--- config.mk ---
export PLATFORM = sky130hd
export DESIGN_NAME = seq_divider
export DESIGN_NICKNAME = d
export VERILOG_FILES = /design/src/rtl/seq_divider.sv
export SDC_FILE = /design/constraint.sdc
export NUM_CORES = 1
export LEC_CHECK = 0
export CAP_MARGIN = 10
export CORE_MARGIN = 8
export CORE_UTILIZATION = 23
export CTS_CLUSTER_DIAMETER = 60
export DETAILED_ROUTE_END_ITERATION = 8
export PLACE_DENSITY = 0.45
export SLEW_MARGIN = 20
export SYNTH_ARGS = -nofsm -noshare
export SYNTH_HDL_FRONTEND = slang
export SYNTH_SLANG_ARGS = --single-unit
--- constraint.sdc ---
create_clock -name clk -period 2.5 [get_ports clk]
set_input_delay 0.25 -clock clk [delete_from_list [all_inputs] [get_ports clk]]
set_output_delay 0.25 -clock clk [all_outputs]
set_load 0.01 [all_outputs]
--- src/rtl/seq_divider.sv ---
// Multi-cycle restoring divider, one quotient bit per clock; start/done handshake.
// Ports: clk, rst (sync, active-high), start, dividend, divisor -> busy, done,
//   quotient, remainder, div_zero. Define DIV_SIGNED_EN for two's-complement operands.
module seq_divider #(
  parameter int WIDTH = 4,
  parameter int OUT_W = 8
) (
  input  logic             clk,
  input  logic             rst,
  input  logic             start,
  input  logic [WIDTH-1:0] dividend,
  input  logic [WIDTH-1:0] divisor,
  output logic             busy,
  output logic             done,
  output logic [OUT_W-1:0] quotient,
  output logic [OUT_W-1:0] remainder,
  output logic             div_zero
);

  localparam int CW = $clog2(WIDTH + 1);

`ifdef DIV_SIGNED_EN
  typedef enum logic [1:0] {IDLE, RUN, DONE, FIX} state_t;
`else
  typedef enum logic [1:0] {IDLE, RUN, DONE} state_t;
`endif

  state_t           state, state_n;
  logic [WIDTH-1:0] a, a_n, qr, qr_n, m;
  logic [WIDTH-1:0] op_q, op_m;
  logic [WIDTH:0]   sh, t;
  logic [CW-1:0]    cnt;
  logic             accept, last;
  logic [OUT_W-1:0] dz_rem;

`ifdef DIV_SIGNED_EN
  logic             neg_q, neg_r;
  logic [WIDTH-1:0] fq, fr;

  assign op_q   = dividend[WIDTH-1] ? -dividend : dividend;
  assign op_m   = divisor[WIDTH-1] ? -divisor : divisor;
  assign fq     = neg_q ? -qr : qr;
  assign fr     = neg_r ? -a : a;
  assign dz_rem = OUT_W'($signed(dividend));
`else
  assign op_q   = dividend;
  assign op_m   = divisor;
  assign dz_rem = OUT_W'(dividend);
`endif

  assign busy   = (state == RUN)
`ifdef DIV_SIGNED_EN
                | (state == FIX)
`endif
                ;
  assign done   = (state == DONE);
  assign last   = (cnt == CW'(WIDTH - 1));
  assign accept = start & ((state == IDLE) | (state == DONE));

  // One restoring step: shift {A,Qr}, trial-subtract M, keep on no borrow.
  always_comb begin
    sh = {a, qr[WIDTH-1]};
    t  = sh - {1'b0, m};
    if (!t[WIDTH]) begin
      a_n  = t[WIDTH-1:0];
      qr_n = {qr[WIDTH-2:0], 1'b1};
    end else begin
      a_n  = sh[WIDTH-1:0];
      qr_n = {qr[WIDTH-2:0], 1'b0};
    end
  end

  always_comb begin
    state_n = state;
    unique case (state)
      IDLE, DONE: begin
        if (start)
          state_n = (divisor == '0) ? DONE : RUN;
        else
          state_n = IDLE;
      end
      RUN: begin
        if (last)
`ifdef DIV_SIGNED_EN
          state_n = FIX;
`else
          state_n = DONE;
`endif
      end
`ifdef DIV_SIGNED_EN
      FIX:     state_n = DONE;
`endif
      default: state_n = IDLE;
    endcase
  end

  always_ff @(posedge clk) begin
    if (rst) begin
      state     <= IDLE;
      a         <= '0;
      qr        <= '0;
      m         <= '0;
      cnt       <= '0;
      quotient  <= '0;
      remainder <= '0;
      div_zero  <= 1'b0;
`ifdef DIV_SIGNED_EN
      neg_q     <= 1'b0;
      neg_r     <= 1'b0;
`endif
    end else begin
      state <= state_n;
      if (accept) begin
        cnt <= '0;
        if (divisor == '0) begin
          quotient  <= '1;
          remainder <= dz_rem;
          div_zero  <= 1'b1;
        end else begin
          a  <= '0;
          qr <= op_q;
          m  <= op_m;
`ifdef DIV_SIGNED_EN
          neg_q <= dividend[WIDTH-1] ^ divisor[WIDTH-1];
          neg_r <= dividend[WIDTH-1];
`endif
        end
      end else if (state == RUN) begin
        a   <= a_n;
        qr  <= qr_n;
        cnt <= cnt + 1'b1;
`ifndef DIV_SIGNED_EN
        if (last) begin
          quotient  <= OUT_W'(qr_n);
          remainder <= OUT_W'(a_n);
          div_zero  <= 1'b0;
        end
`endif
      end
`ifdef DIV_SIGNED_EN
      else if (state == FIX) begin
        quotient  <= OUT_W'($signed(fq));
        remainder <= OUT_W'($signed(fr));
        div_zero  <= 1'b0;
      end
`endif
    end
  end

endmodule

Word-level counts from Yosys, hierarchy flattened
Index checks and enable logic that the tools add are counted.

word-level totals
  register bits after elaboration = 34
  input port bits = 11
  output and inout bits = 19
  word-level logic and storage cells = 52

operators by class
  $add $sub $neg = 2
  eq/ne operators = 6
  mux-type cells = 24
  bitwise operators = 3
  reductions and logical operators = 9

operators by type and width
  cell                 number
  $mux 8               8
  $mux 4               7
  $mux 2               3
  $mux 1               5
  $sub 5x4->5          1
  $logic_not 4->1      1
  $ne 2x1->1 const B   2
  $pmux 2 s2           1
  $reduce_and 2->1     2
  $reduce_bool 2->1    2
  $reduce_or 2->1      2
  $add 3x1->3 const B  1
  $eq 3x2->1 const B   1
  $reduce_and 3->1     1
  $eq 2x1->1 const B   1
  $eq 2x2->1 const B   1
  $logic_not 2->1      1
  $ne 2x2->1 const B   1
  $and 1x1->1          1
  $not 1->1            1
  $or 1x1->1           1

Longest topological paths before layout
  depth in word-level cells = 5
  mapped depth = 8
  depth with buffers taken out = 8

Worst setup path after synthesis
No wires, ideal clock.

  path type = register -> register
  start point = reg qr[3]
  end point = reg remainder[1]
  setup time = 0.074 ns
  arrival time = 2.028 ns
  data required time = 2.426 ns
  path slack = 0.398 ns
  stages on the path, launching flop included = 9
  path buffers = 0
  clock period less this slack = 2.102 ns
  path through = dfxtp_1 > inv_1 > ha_1 > fa_1 > nand2b_1 > a21oi_2 > xor2_2 > mux2_2 > o21ai_0

between the ends
  longest elaborated chain between the ends = 5

RTL lines
  element                 RTL line  RTL
  start, declared         29        logic [WIDTH-1:0] a, a_n, qr, qr_n, m;
  start signal, assigned  121       qr <= op_q;
  start signal, assigned  130       qr <= qr_n;
  $sub 5x4->5             63        t = sh - {1'b0, m};
  $mux 4                  64        if (!t[WIDTH]) begin
  $mux 8                  133       if (last) begin
  $mux 8                  128       end else if (state == RUN) begin
  $mux 8                  113       if (accept) begin
  end signal, assigned    117       remainder <= dz_rem;
  end signal, assigned    135       remainder <= OUT_W'(a_n);
  end, declared           16        output logic [OUT_W-1:0] remainder,

No other way between the ends. The select of a mux whose other input is x is not followed.
A chain may end at the register's enable or synchronous reset.

Worst setup path in the final report
Ends and elaborated chain as after synthesis.

==> results.yml <==
global_route:
  antenna_found_initial: 0
  grt_max_degree: 23
  track_usage: 0.08148
  grtUsageMet2: 0.1207
  grtUsageMet3: 0.02913
  grt_overflow: 0
  grt_pass1_wl_mm: 5.644
  use_met1: 0.1076
  busiest_layer: "met2"
  first_global_vias: 1075
setup_path:
  critical_path_required_ns: 2.70
  path_class: "reg -> reg"
  max_stage_delay_ns: 0.40
  cp-start-kind: "register"
  worst_path_max_delay_cell: "fa_1"
  crit_chain: "inv_1 > ha_1 > fa_1 > nand2b_1 > a21oi_2 > xor2_2 > mux2_2 > o21ai_0"
  arrival_ns: 2.51
  path_max_fanout: 7
  crit_path_end_kind: "register"
pwr:
  p_leak_nw: 0.6042
  p_total_mw: 0.9477
  pwr-share-seq: 0.485
  switching_share: 0.2833
  p_int_mw: 0.6792
  switchingPower_mw: 0.2685
  combPwrFrac: 0.228
  ir_drop_mv: 0.2722
  power.density_nw_per_um2: 556.9
  p_clk_frac: 0.287
floorplan:
  fp.dieH_um: 92.79
  ios: 30
  initial_core_util: 0.2332
  num_rows: 28
  die_w_um: 92.79
  design.core.area_um2: 5816
  die_area_um2: 8610
timing:
  period_share: 0.9249
  rsz0062_at_grt: "no"
  drv_slew: 0
  fmax_mhz: 432.5
  min_period_ns: 2.312
  layout_setup_ws_ns: 0.1878
  hold_viol_final: 0
  setup_viol: 0
  tns_ns: 0
  skew_ns: 0.001556
detailed_routing:
  vias_per_cell: 4.392
  drtPass1Iterations: 4
  drt_iter0_markers: 57
  ant_nets: 0
  post_drt_wl_per_cell_um: 13.94
  wl_mm: 3.415
  vias: 1076
  drc_errors: 0
synth:
  yosysTopAreaCellShare: 0.3838
  synthFlopType: "dfxtp_1"
  ys_seq_area_frac: 0.3838
  synth_top_area_cell: "dfxtp_1"
  ys_top_cells_by_area: "dfxtp_1, ha_1, buf_4"
  synth_top_family_by_area: "simple AND/OR/NAND/NOR gates"
  yosys_warnings: 0
  synthSimpleGateAreaFrac: 0.1891
  synthAdderAreaFrac: 0.07011
  synth_edf_count: 0
  syn_area_um2: 1356
  synth_compound_area_frac: 0.1605
  syn_avg_cell_area_um2: 9.164
  synthMuxAreaShare: 0.07011
  async_flop_share: 0
  yosysUniqueCellTypes: 41
  synth_xor_area_frac: 0.03137
  ys_ff_latch: 26
  postSynthCellCount: 148
finish:
  drive_above_1_share: 0.1176
  n_antenna_cell: 0
  fin_cells: 245
  syn_to_final_growth_pct: 25.46
  nets: 189
clock_network:
  holdBufCountCts: 0
  clock_path_buffers: 2
  cts_buffers: 3
  cts_resized: 0
  clk_pin_slew_worst_paths_ns: 0.09
  h-tree-depth: 1
  clk-insertion-delay-late_ns: 0.27
  cts.sinks: 26
  cts_root_buffer: "clkbuf_8"
  cts_tree: "built"
  cts_setup_buffers: 0
place:
  place_ws_ns: 0.1835
  io_buffers: 25
  dpl.cell_count: 241
  finalWeightedCongestion: 0.8271
  place_hpwl_mm: 2.616
job:
  maxCapViolations: 0
run_status:
  status: "complete, no violations"
worst_hold_path:
  min_path_type: "reg -> reg"
==> worst max-delay path, delay by kind of cell, from the launching register on <==
family | cells | cell delay (ns)
flip-flops | 1 | 0.35
XOR/XNOR | 1 | 0.35
AO/OA/AOI/OAI | 2 | 0.30
multiplexers | 1 | 0.40
adder cells (fa/ha/maj) | 2 | 0.62
buffers and inverters | 1 | 0.06
AND/OR/NAND/NOR | 1 | 0.17
==> stage by stage <==
stage	cell area [µm²]	utilization	hold WS [ns]
6_report	1702	0.2926	0.5041
5_1_grt	1702	0.2926	0.5283
4_1_cts	1702	0.2926	0.5072
3_5_place_dp	1647	0.2831	0.4939
3_3_place_gp	1647	0.2831	0.4849
2_1_floorplan	1368	-	0.4090
==> cell usage after synthesis, types with 2 or more instances <==
| cell type | number |
|---|---|
| o21ai_0 | 6 |
| xnor2_1 | 2 |
| clkbuf_1 | 3 |
| nor3_1 | 4 |
| nor2_1 | 13 |
| nand4_1 | 4 |
| mux2_2 | 2 |
| inv_1 | 6 |
| mux2i_1 | 5 |
| nand3_1 | 2 |
| a21oi_1 | 7 |
| buf_4 | 9 |
| a22oi_1 | 4 |
| ha_1 | 6 |
| a31oi_1 | 2 |
| dfxtp_1 | 26 |
| nand2b_1 | 6 |
| nand2_1 | 14 |
| a311oi_1 | 5 |
==> power groups by stage <==
stage                     Clock, mW  Sequential (mW)  Combinational (mW)
final                         0.272            0.460               0.216
after global routing          0.306            0.463               0.241
after CTS                     0.285            0.460               0.220
after detailed placement          0            0.469               0.219
after global placement            0            0.469               0.220
after floorplan                   0            0.465               0.157
==> area by class of cell <==
class,count,area [µm²]
Sequential cell,26,520.5
Clock buffer,4,55.05
Tap cell,75,93.84
Fill cell,640,4114
Timing Repair Buffer,29,280.3
Multi-Input combinational cell,103,721.9
Inverter,8,30.03
==> kinds of logic (layout without fill, tap and decap cells) <==
kind of cell               after synthesis  count (layout)
buffers and inverters                   22              41
and+or+nand+nor                         49              49
other                                    1               4
muxes                                    8               8
DFF                                     26              26
adders and majority gates                7               7
AOI/OAI and AO/OA                       31              31
xor gates and xnor gates                 4               4
==> routing by layer <==
layer  up-vias  wire, µm
met5         -         0
met1       488      1750
li1        555         -
met4         0        49
met3         5       226
met2        28      1389
==> layout by cell type (no fill, tap or decap), types with 2 or more instances in the layout <==
cell / synthesis / layout
inv_1: 6 / 6
conb_1: 1 / 4
nor2_1: 13 / 13
a22oi_1: 4 / 4
clkbuf_8: 0 / 4
xnor2_1: 2 / 2
nor3_1: 4 / 4
nand2b_1: 6 / 6
mux2_2: 2 / 2
a31oi_1: 2 / 2
nand2_1: 14 / 14
nand3_1: 2 / 2
nand4_1: 4 / 4
dfxtp_1: 26 / 26
o21ai_0: 6 / 6
ha_1: 6 / 6
a21oi_1: 7 / 7
a311oi_1: 5 / 5
buf_4: 9 / 4
mux2i_1: 5 / 5
clkdlybuf4s50_1: 0 / 25
==> state kept, by name (all words and copies together) (netlist names) <==
signal / flops
remainder: 4
state: 2
qr: 4
cnt: 3
quotient: 5
m: 4
a: 4
==> worst paths after layout <==
check	to	slack (ns)	startpoint	cells after the start
hold / removal	qr[1]	0.50	qr[0]	2
setup reg to reg	remainder[1]	0.19	qr[3]	8
hold reg to reg	qr[1]	0.50	qr[0]	2
setup / recovery	remainder[1]	0.19	qr[3]	8
Power figures use the tool's default switching activity.
